==> src/rtl/elevator_pkg.sv <==
// elevator_pkg: floor, direction and lamp-index constants shared by the request front end.
package elevator_pkg;
  localparam logic [1:0] FLOOR1 = 2'd0;
  localparam logic [1:0] FLOOR2 = 2'd1;
  localparam logic [1:0] FLOOR3 = 2'd2;
  localparam logic [1:0] FLOOR4 = 2'd3;
  typedef enum logic {DIR_UP = 1'b0, DIR_DN = 1'b1} dir_t;
  localparam int LAMP_CAR = 0;
  localparam int LAMP_HUP = 4;
  localparam int LAMP_HDN = 7;
endpackage

==> src/rtl/btn_debounce.sv <==
// btn_debounce: saturating run-length debouncer with a level and a one-cycle press pulse.
module btn_debounce #(
  parameter int DB_CYCLES = 3
) (
  input  logic clk,
  input  logic reset,
  input  logic raw,
  output logic level,
  output logic press
);
  localparam logic [3:0] DB = 4'(DB_CYCLES);
  logic [3:0] r_cnt;
  always_ff @(posedge clk or negedge reset)
    if (!reset) r_cnt <= '0;
    else r_cnt <= !raw ? '0 : (level ? r_cnt : r_cnt + 4'd1);
  assign level = r_cnt == DB;
  // press lands on the edge that brings the counter to DB
  assign press = raw && r_cnt == DB - 4'd1;
endmodule

==> src/rtl/call_request_register.sv <==
// call_request_register: debounces elevator buttons, latches calls and clears them when serviced.
module call_request_register
  import elevator_pkg::*;
#(
  parameter int DB_CYCLES = 3,
  parameter int NFLOORS = 4
) (
  input  logic               clk,
  input  logic               reset,
  input  logic [NFLOORS-1:0] btn_car,
  input  logic [NFLOORS-2:0] btn_hall_up,
  input  logic [NFLOORS-2:0] btn_hall_dn,
  input  logic               btn_dopen,
  input  logic [1:0]         floor,
  input  logic               up,
  input  logic               down,
  input  logic               door_open,
  output logic [NFLOORS-1:0] req_car,
  output logic [NFLOORS-2:0] req_hall_up,
  output logic [NFLOORS-2:0] req_hall_dn,
  output logic               req_dopen,
  output logic [9:0]         lamp,
  output logic               any_req
);
  logic [10:0] w_raw, w_press, w_level;
  logic        w_unused;
  logic [3:0]  r_car, w_sel, w_clr_car;
  logic [2:0]  r_up, r_dn, w_clr_up, w_clr_dn;
  logic        w_svc, w_up_at, w_dn_at;
  dir_t        r_dir;
  assign w_raw = {btn_dopen, btn_hall_dn, btn_hall_up, btn_car};
  for (genvar g = 0; g < 11; g++) begin : g_db
    btn_debounce #(.DB_CYCLES(DB_CYCLES)) u_db (
      .clk(clk), .reset(reset), .raw(w_raw[g]), .level(w_level[g]), .press(w_press[g])
    );
  end
  assign w_unused = ^{w_level[9:0], w_press[10]};
  // hall_dn bit i belongs to floor i+1, hence the shifted select
  always_comb begin
    w_sel     = 4'b0001 << floor;
    w_svc     = door_open && !up && !down;
    w_up_at   = |(r_up & w_sel[2:0]);
    w_dn_at   = |(r_dn & w_sel[3:1]);
    w_clr_car = w_svc ? w_sel : '0;
    w_clr_up  = (w_svc && (floor == FLOOR1 || r_dir == DIR_UP || !w_dn_at)) ? w_sel[2:0] : '0;
    w_clr_dn  = (w_svc && (floor == FLOOR4 || r_dir == DIR_DN || !w_up_at)) ? w_sel[3:1] : '0;
  end
  always_ff @(posedge clk or negedge reset)
    if (!reset) begin
      r_car <= '0;
      r_up  <= '0;
      r_dn  <= '0;
      r_dir <= DIR_UP;
    end else begin
      r_car <= (r_car | w_press[3:0]) & ~w_clr_car;
      r_up  <= (r_up | w_press[6:4]) & ~w_clr_up;
      r_dn  <= (r_dn | w_press[9:7]) & ~w_clr_dn;
      r_dir <= up ? DIR_UP : (down ? DIR_DN : r_dir);
    end
  a_dir: assert property (@(posedge clk) disable iff (!reset) !(up && down));
  assign req_car     = r_car;
  assign req_hall_up = r_up;
  assign req_hall_dn = r_dn;
  assign req_dopen   = w_level[10];
  assign lamp[LAMP_CAR +: 4] = r_car;
  assign lamp[LAMP_HUP +: 3] = r_up;
  assign lamp[LAMP_HDN +: 3] = r_dn;
  assign any_req = |{r_car, r_up, r_dn};
endmodule

==> config.mk <==
export PLATFORM = sky130hd
export DESIGN_NAME = call_request_register
export DESIGN_NICKNAME = d
export VERILOG_FILES = /design/src/rtl/elevator_pkg.sv /design/src/rtl/btn_debounce.sv /design/src/rtl/call_request_register.sv
export SDC_FILE = /design/constraint.sdc
export NUM_CORES = 1
export LEC_CHECK = 0
export CORE_MARGIN = 4
export CORE_UTILIZATION = 48
export CTS_BUF_LIST = sky130_fd_sc_hd__clkbuf_2 sky130_fd_sc_hd__clkbuf_4 sky130_fd_sc_hd__clkbuf_8
export DETAILED_ROUTE_END_ITERATION = 10
export GPL_ROUTABILITY_DRIVEN = 0
export GPL_TIMING_DRIVEN = 0
export PLACE_DENSITY = 0.71
export SETUP_SLACK_MARGIN = 0.3
export SKIP_CTS_REPAIR_TIMING = 1
export SLEW_MARGIN = 20
export SYNTH_ARGS = -nofsm -noshare
export SYNTH_HDL_FRONTEND = slang
export SYNTH_HIERARCHICAL = 1
export SYNTH_SLANG_ARGS = --single-unit
==> constraint.sdc <==
create_clock -name clk -period 1.6 [get_ports clk]
set_clock_uncertainty 0.15 [all_clocks]
set_input_delay 0.32 -clock clk [delete_from_list [all_inputs] [get_ports clk]]
set_output_delay 0.32 -clock clk [all_outputs]
set_load 0.02 [all_outputs]
==> metrics.txt, run 1 <==
master of the slowest instance on the critical path dfrtp_2; number of standard cells after synthesis 305; Switch Pwr 1690 µW; final HPWL from detailed placement 4260 µm; Max Buffers Root-to-Sink 2; Clock power frac 0.155; remaining global-route overflow 0; Switching Fraction 0.342; number of core rows 29; number of diodes 0; die area 8040 µm²; buffers plus inverters on the worst setup path 1; vias in the first global route 2,178; worst min-delay path startpoint btn_car[3]; number of antenna-violating nets in the routed design 0; internal power 3250 µW; detailed-route via count 2,338; Synth Net Count 345; Hold Path Class in -> reg; starting density of the core 0.499; worst reg2reg path startpoint g_db[10].u_db/r_cnt[0]; number of top-level pins 40; result of the run complete, but fails checks; actual transition at the worst max-transition pin 360 ps; floorplan die width 89.7 µm; root buffer selected by CTS clkbuf_8; detail-routed via count per cell 5.14; maximum level of the CTS H-tree 2; per-instance average area after synthesis 10.5 µm²; maximum net fanout on the critical path 4; Period minus WS final 1820 ps; PD cells 1160 nW/µm²; area of the core 6420 µm²; count of input and output buffers 39; Hold Path Cell Cnt 3; maximum number of pins on one net before global-route repair 38; CP delay by family, top flip-flops; worst-case vdd ir drop 0.000613 V; DRC viols 0; insertion delay of the later-clocked pin in the worst-skew pair 310 ps; peak per-stage delay on the critical path 450 ps; Ys Warns 6; global-route wire length before repair 9780 µm; total count of hold-check failures in the final report 0; post-synthesis instance area 3200 µm²; worst reg2reg setup slack 200 ps; clock edge transition at the registers on the reported setup and hold paths 100 ps; antenna violations before repair 0; required time reported for the critical path endpoint 1130 ps; fraction of the cycle the final worst path needs 1.14; final setup violation count 3; arrival time at the worst endpoint 1350 ps; First-pass DRT Iterations 4; number of max-capacitance violations reported 0; Endpoint, Worst Hold g_db[3].u_db/r_cnt[0]; overall routing resource usage 0.156; total number of cells along the worst setup path 3; end-of-flow core utilization 0.665; maximum clock frequency 550 MHz; part of the total power dissipated in combinational logic 0.447; synthesis-to-finish area growth 33.2%; RSZ-0062 raised after global routing true; Max Slew Vio Count 0; fraction of layout cells with a size suffix above 1 0.341; crit path cell chain nor4_2 -> nand3_1 -> buf_2; slack of the critical path -218 ps; overall die height 89.7 µm; post-detailed-routing wire length 6220 µm; worst-case headroom to the max-slew limit 0.759; pre-CTS setup slack -384 ps; violation count after the first detailed-routing iteration 96; Flop pwr share 0.398; FF-to-FF path depth 4; startpoint type of the worst setup path flip-flop; CTS tree yes; reg2reg end g_db[10].u_db/r_cnt[0]; Num Clock Sinks 55; failing checks setup timing; NumNets Final 418; static leakage 0.00194 µW; mean routed wirelength per cell 13.7 µm; Critical Path End Type output port; type of the worst setup path reg -> out; TritonCTS buffer count 5
[registers in the layout, indices dropped and copies added (netlist names)]
register and count:
req_hall_dn 3, req_hall_up 3, r_dir 1, g_db.u_db/r_cnt 44
req_car 4
[cells in the final DEF, fill, tap and decap left out, drive strengths merged]
master and count:
nor4 2, nand3 12, nand2b 46, ha 22, a21boi 11, clkbuf 8
nor3b 11, buf 58, a21oi 8, mux2i 33, dlygate4sd3 1, a31oi 3
and4bb 1, nand2 44, clkdlybuf4s50 7, nand3b 11, nor3 10, dfrtp 55
inv 12, nor2 13, nor4b 1, dlymetal6s2s 9
[how the worst max path moves through the flow]
stage                     end  slack (ps)              startpoint
5_1_grt               any_req        -350          req_hall_dn[2]
4_1_cts             req_dopen        -730  g_db[10].u_db/r_cnt[0]
2_1_floorplan         any_req         190          req_hall_up[0]
3_3_place_gp   req_hall_dn[1]       -2020                   reset
6_report              any_req        -220          req_hall_dn[2]
3_5_place_dp        req_dopen        -380  g_db[10].u_db/r_cnt[0]
[routing by layer]
| layer | wire length, µm | global-route usage | part of all wire | vias up |
|---|---|---|---|---|
| li1 | - | - | - | 1170 |
| met1 | 2890 | 0.207 | 0.46 | 1117 |
| met2 | 2990 | 0.255 | 0.48 | 36 |
| met3 | 183 | 0.0310 | 0.029 | 15 |
| met4 | 160 | 0.0528 | 0.026 | 0 |
| met5 | 0 | 0 | 0 | - |
[power groups by stage]
| stage | Clock, µW | Combinational, µW | Sequential (µW) |
|---|---|---|---|
| after floorplan | 0 | 822 | 2010 |
| after global placement | 0 | 1630 | 1930 |
| after detailed placement | 0 | 1670 | 1940 |
| after CTS | 799 | 1680 | 1910 |
| after global routing | 844 | 2390 | 2010 |
| final | 768 | 2210 | 1970 |
[worst min-delay path, cell delays in order]
cell and delay [ps]:
dlymetal6s2s_1 200, nand2_1 90, mux2i_1 60
[cell type report]
class,count,area (µm²)
Sequential cell,55,1390
Multi-Input combinational cell,228,1880
Inverter,12,45.0
Fill cell,484,2150
Buffer,10,109
Tap cell,77,96.3
Clock buffer,7,83.8
Timing Repair Buffer,66,659
[through the flow]
stage / instances / area [µm²] / hold slack, ps / TNS [ps] / power (µW)
after floorplan: 305 / 3210 / -126 / 0 / 2830
after global placement: 421 / 3690 / 408 / -100850 / 3560
after detailed placement: 422 / 3710 / 71.1 / -1180 / 3610
after CTS: 429 / 3800 / -274 / -7130 / 4390
after global routing: 455 / 4270 / 250 / -733 / 5240
final: 455 / 4270 / 243 / -451 / 4940
(Power assumes the default switching activity.)
==> inputs of run 2 (changes only) <==
--- a/config.mk
+++ b/config.mk
@@ -5,9 +5,11 @@
 export SDC_FILE = /design/constraint.sdc
 export NUM_CORES = 1
 export LEC_CHECK = 0
+export ABC_AREA = 1
 export CORE_MARGIN = 4
 export CORE_UTILIZATION = 48
 export CTS_BUF_LIST = sky130_fd_sc_hd__clkbuf_2 sky130_fd_sc_hd__clkbuf_4 sky130_fd_sc_hd__clkbuf_8
+export CTS_CLUSTER_DIAMETER = 30
 export DETAILED_ROUTE_END_ITERATION = 10
 export GPL_ROUTABILITY_DRIVEN = 0
 export GPL_TIMING_DRIVEN = 0
==> metrics.txt, run 2 <==
First-pass DRT Iterations 4 (unchanged); antenna violations before repair 0 (unchanged); starting density of the core 0.495 (was 0.499); number of antenna-violating nets in the routed design 0 (unchanged); number of standard cells after synthesis 387 (was 305); worst-case vdd ir drop 0.000970 V (was 0.000613 V); fill cell total of the finished layout 560 (was 484); PD cells 1240 nW/µm² (was 1160 nW/µm²); required time reported for the critical path endpoint 1130 ps (about the same); number of core rows 29 (unchanged); Max Slew Vio Count 0 (unchanged); fraction of layout cells with a size suffix above 1 0.323 (was 0.341); per-instance average area after synthesis 8.17 µm² (was 10.5 µm²); overall routing resource usage 0.166 (was 0.156); RSZ-0062 raised after global routing true (unchanged); CTS tree yes (unchanged); floorplan die width 89.1 µm (was 89.7 µm); max reg flops 44 (unchanged); overall die height 89.1 µm (was 89.7 µm); final setup violation count 3 (unchanged); Post-Route M1 WL 2850 µm (was 2890 µm); insertion delay of the later-clocked pin in the worst-skew pair 310 ps (about the same); maximum net fanout on the critical path 4 (unchanged); number of diodes 0 (unchanged); static leakage 0.00206 µW (was 0.00194 µW); number of top-level pins 40 (unchanged); actual transition at the worst max-transition pin 688 ps (was 360 ps); mean routed wirelength per cell 12.2 µm (was 13.7 µm); top library cells by usage in the layout, fill and taps aside nand2_1, nor2_1, nand3_1 (was nand2b_1, dfrtp_1, nand2_1); die area 7950 µm² (was 8040 µm²); detail-routed via count per cell 5.08 (was 5.14); area of the core 6390 µm² (was 6420 µm²); met2 routed WL 3200 µm (was 2990 µm); count of input and output buffers 37 (was 39); Ys Warns 6 (unchanged); Setup TNS Final -287 ps (was -451 ps); post-detailed-routing wire length 6450 µm (was 6220 µm); Max Buffers Root-to-Sink 2 (unchanged); violation count after the first detailed-routing iteration 79 (was 96); Critical Path End Type output port (unchanged); detailed-route via count 2,688 (was 2,338); result of the run complete, but fails checks (unchanged); maximum number of pins on one net before global-route repair 56 (was 38); slack of the critical path -242 ps (was -218 ps); most frequent standard cell in the layout excluding fill and tap cells nand2_1 (was nand2b_1); total count of hold-check failures in the final report 55 (was 0); post-synthesis instance area 3160 µm² (was 3200 µm²); Num Clock Sinks 55 (unchanged); Period minus WS final 1840 ps (was 1820 ps); worst-case headroom to the max-slew limit 0.541 (was 0.759); synthesis-to-finish area growth 30.5% (was 33.2%); maximum level of the CTS H-tree 2 (unchanged); DR top layer met4 (unchanged); vias in the first global route 2,459 (was 2,178); placed cell area 3640 µm² (was 3710 µm²); final HPWL from detailed placement 4460 µm (was 4260 µm); met3 wire length 303 µm (was 183 µm); arrival time at the worst endpoint 1370 ps (was 1350 ps); maximum clock frequency 543 MHz (was 550 MHz); TritonCTS buffer count 5 (unchanged); number of max-capacitance violations reported 0 (unchanged); NumNets Final 491 (was 418); fraction of the cycle the final worst path needs 1.15 (was 1.14); Synth Net Count 427 (was 345); clock edge transition at the registers on the reported setup and hold paths 90 ps (was 100 ps); Hold Path Class in -> async (was in -> reg); failing checks hold timing, setup timing (was setup timing); total power after layout 5120 µW (was 4940 µW); startpoint type of the worst setup path flip-flop (unchanged); Finished Cell Area 4130 µm² (was 4270 µm²); worst hold margin -102 ps (was 243 ps); root buffer selected by CTS clkbuf_8 (unchanged); type of the worst setup path reg -> out (unchanged); global-route wire length before repair 10,400 µm (was 9780 µm); Largest Register g_db.u_db/r_cnt (unchanged); remaining global-route overflow 0 (unchanged); DRC viols 0 (unchanged)
run 2: critical path: stages (launching register included):
cell and delay (ps):
dfrtp_2 450, nor4_4 330, nand3_2 140, buf_6 150
run 2: path summary, 6_finish.rpt:
path,startpoint,to,slack (ps),cells after the start
worst max-delay path,req_car[3],any_req,-240,3
worst min-delay path,reset,g_db[3].u_db/r_cnt[2],-100,1
worst max register to register,g_db[6].u_db/r_cnt[0],req_hall_up[2],290,7
worst min register to register,r_dir,r_dir,410,2
max in group asynchronous,reset,req_car[0],900,1
min in group clk,up,r_dir,120,2
run 2: final cells by class:
class                           count  area [µm²]  area share
Inverter                           54         203      0.0491
Sequential cell                    55        1400       0.339
Timing Repair Buffer               57         551       0.133
Clock buffer                        8        91.3      0.0221
Buffer                             12         120      0.0291
Tap cell                           77        96.3      0.0234
Multi-Input combinational cell    266        1670       0.404
run 2: layer usage:
layer | GRT usage | up-vias
li1 | - | 1365
met1 | 0.212 | 1264
met2 | 0.280 | 51
met3 | 0.0313 | 8
met4 | 0.0582 | 0
met5 | 0 | -
run 2: power by group:
part / total, µW / internal [µW] / switching, µW
sequential: 2120 / 1680 / 440
combinational: 2210 / 1190 / 1020
clock: 786 / 363 / 422
run 2: stage by stage:
step | worst slack, ps | util | cells
after floorplan | 189 | - | 387
after global placement | -1920 | 0.571 | 501
after detailed placement | -416 | 0.570 | 501
after CTS | -765 | 0.585 | 509
after global routing | -291 | 0.646 | 529
final | -242 | 0.646 | 529
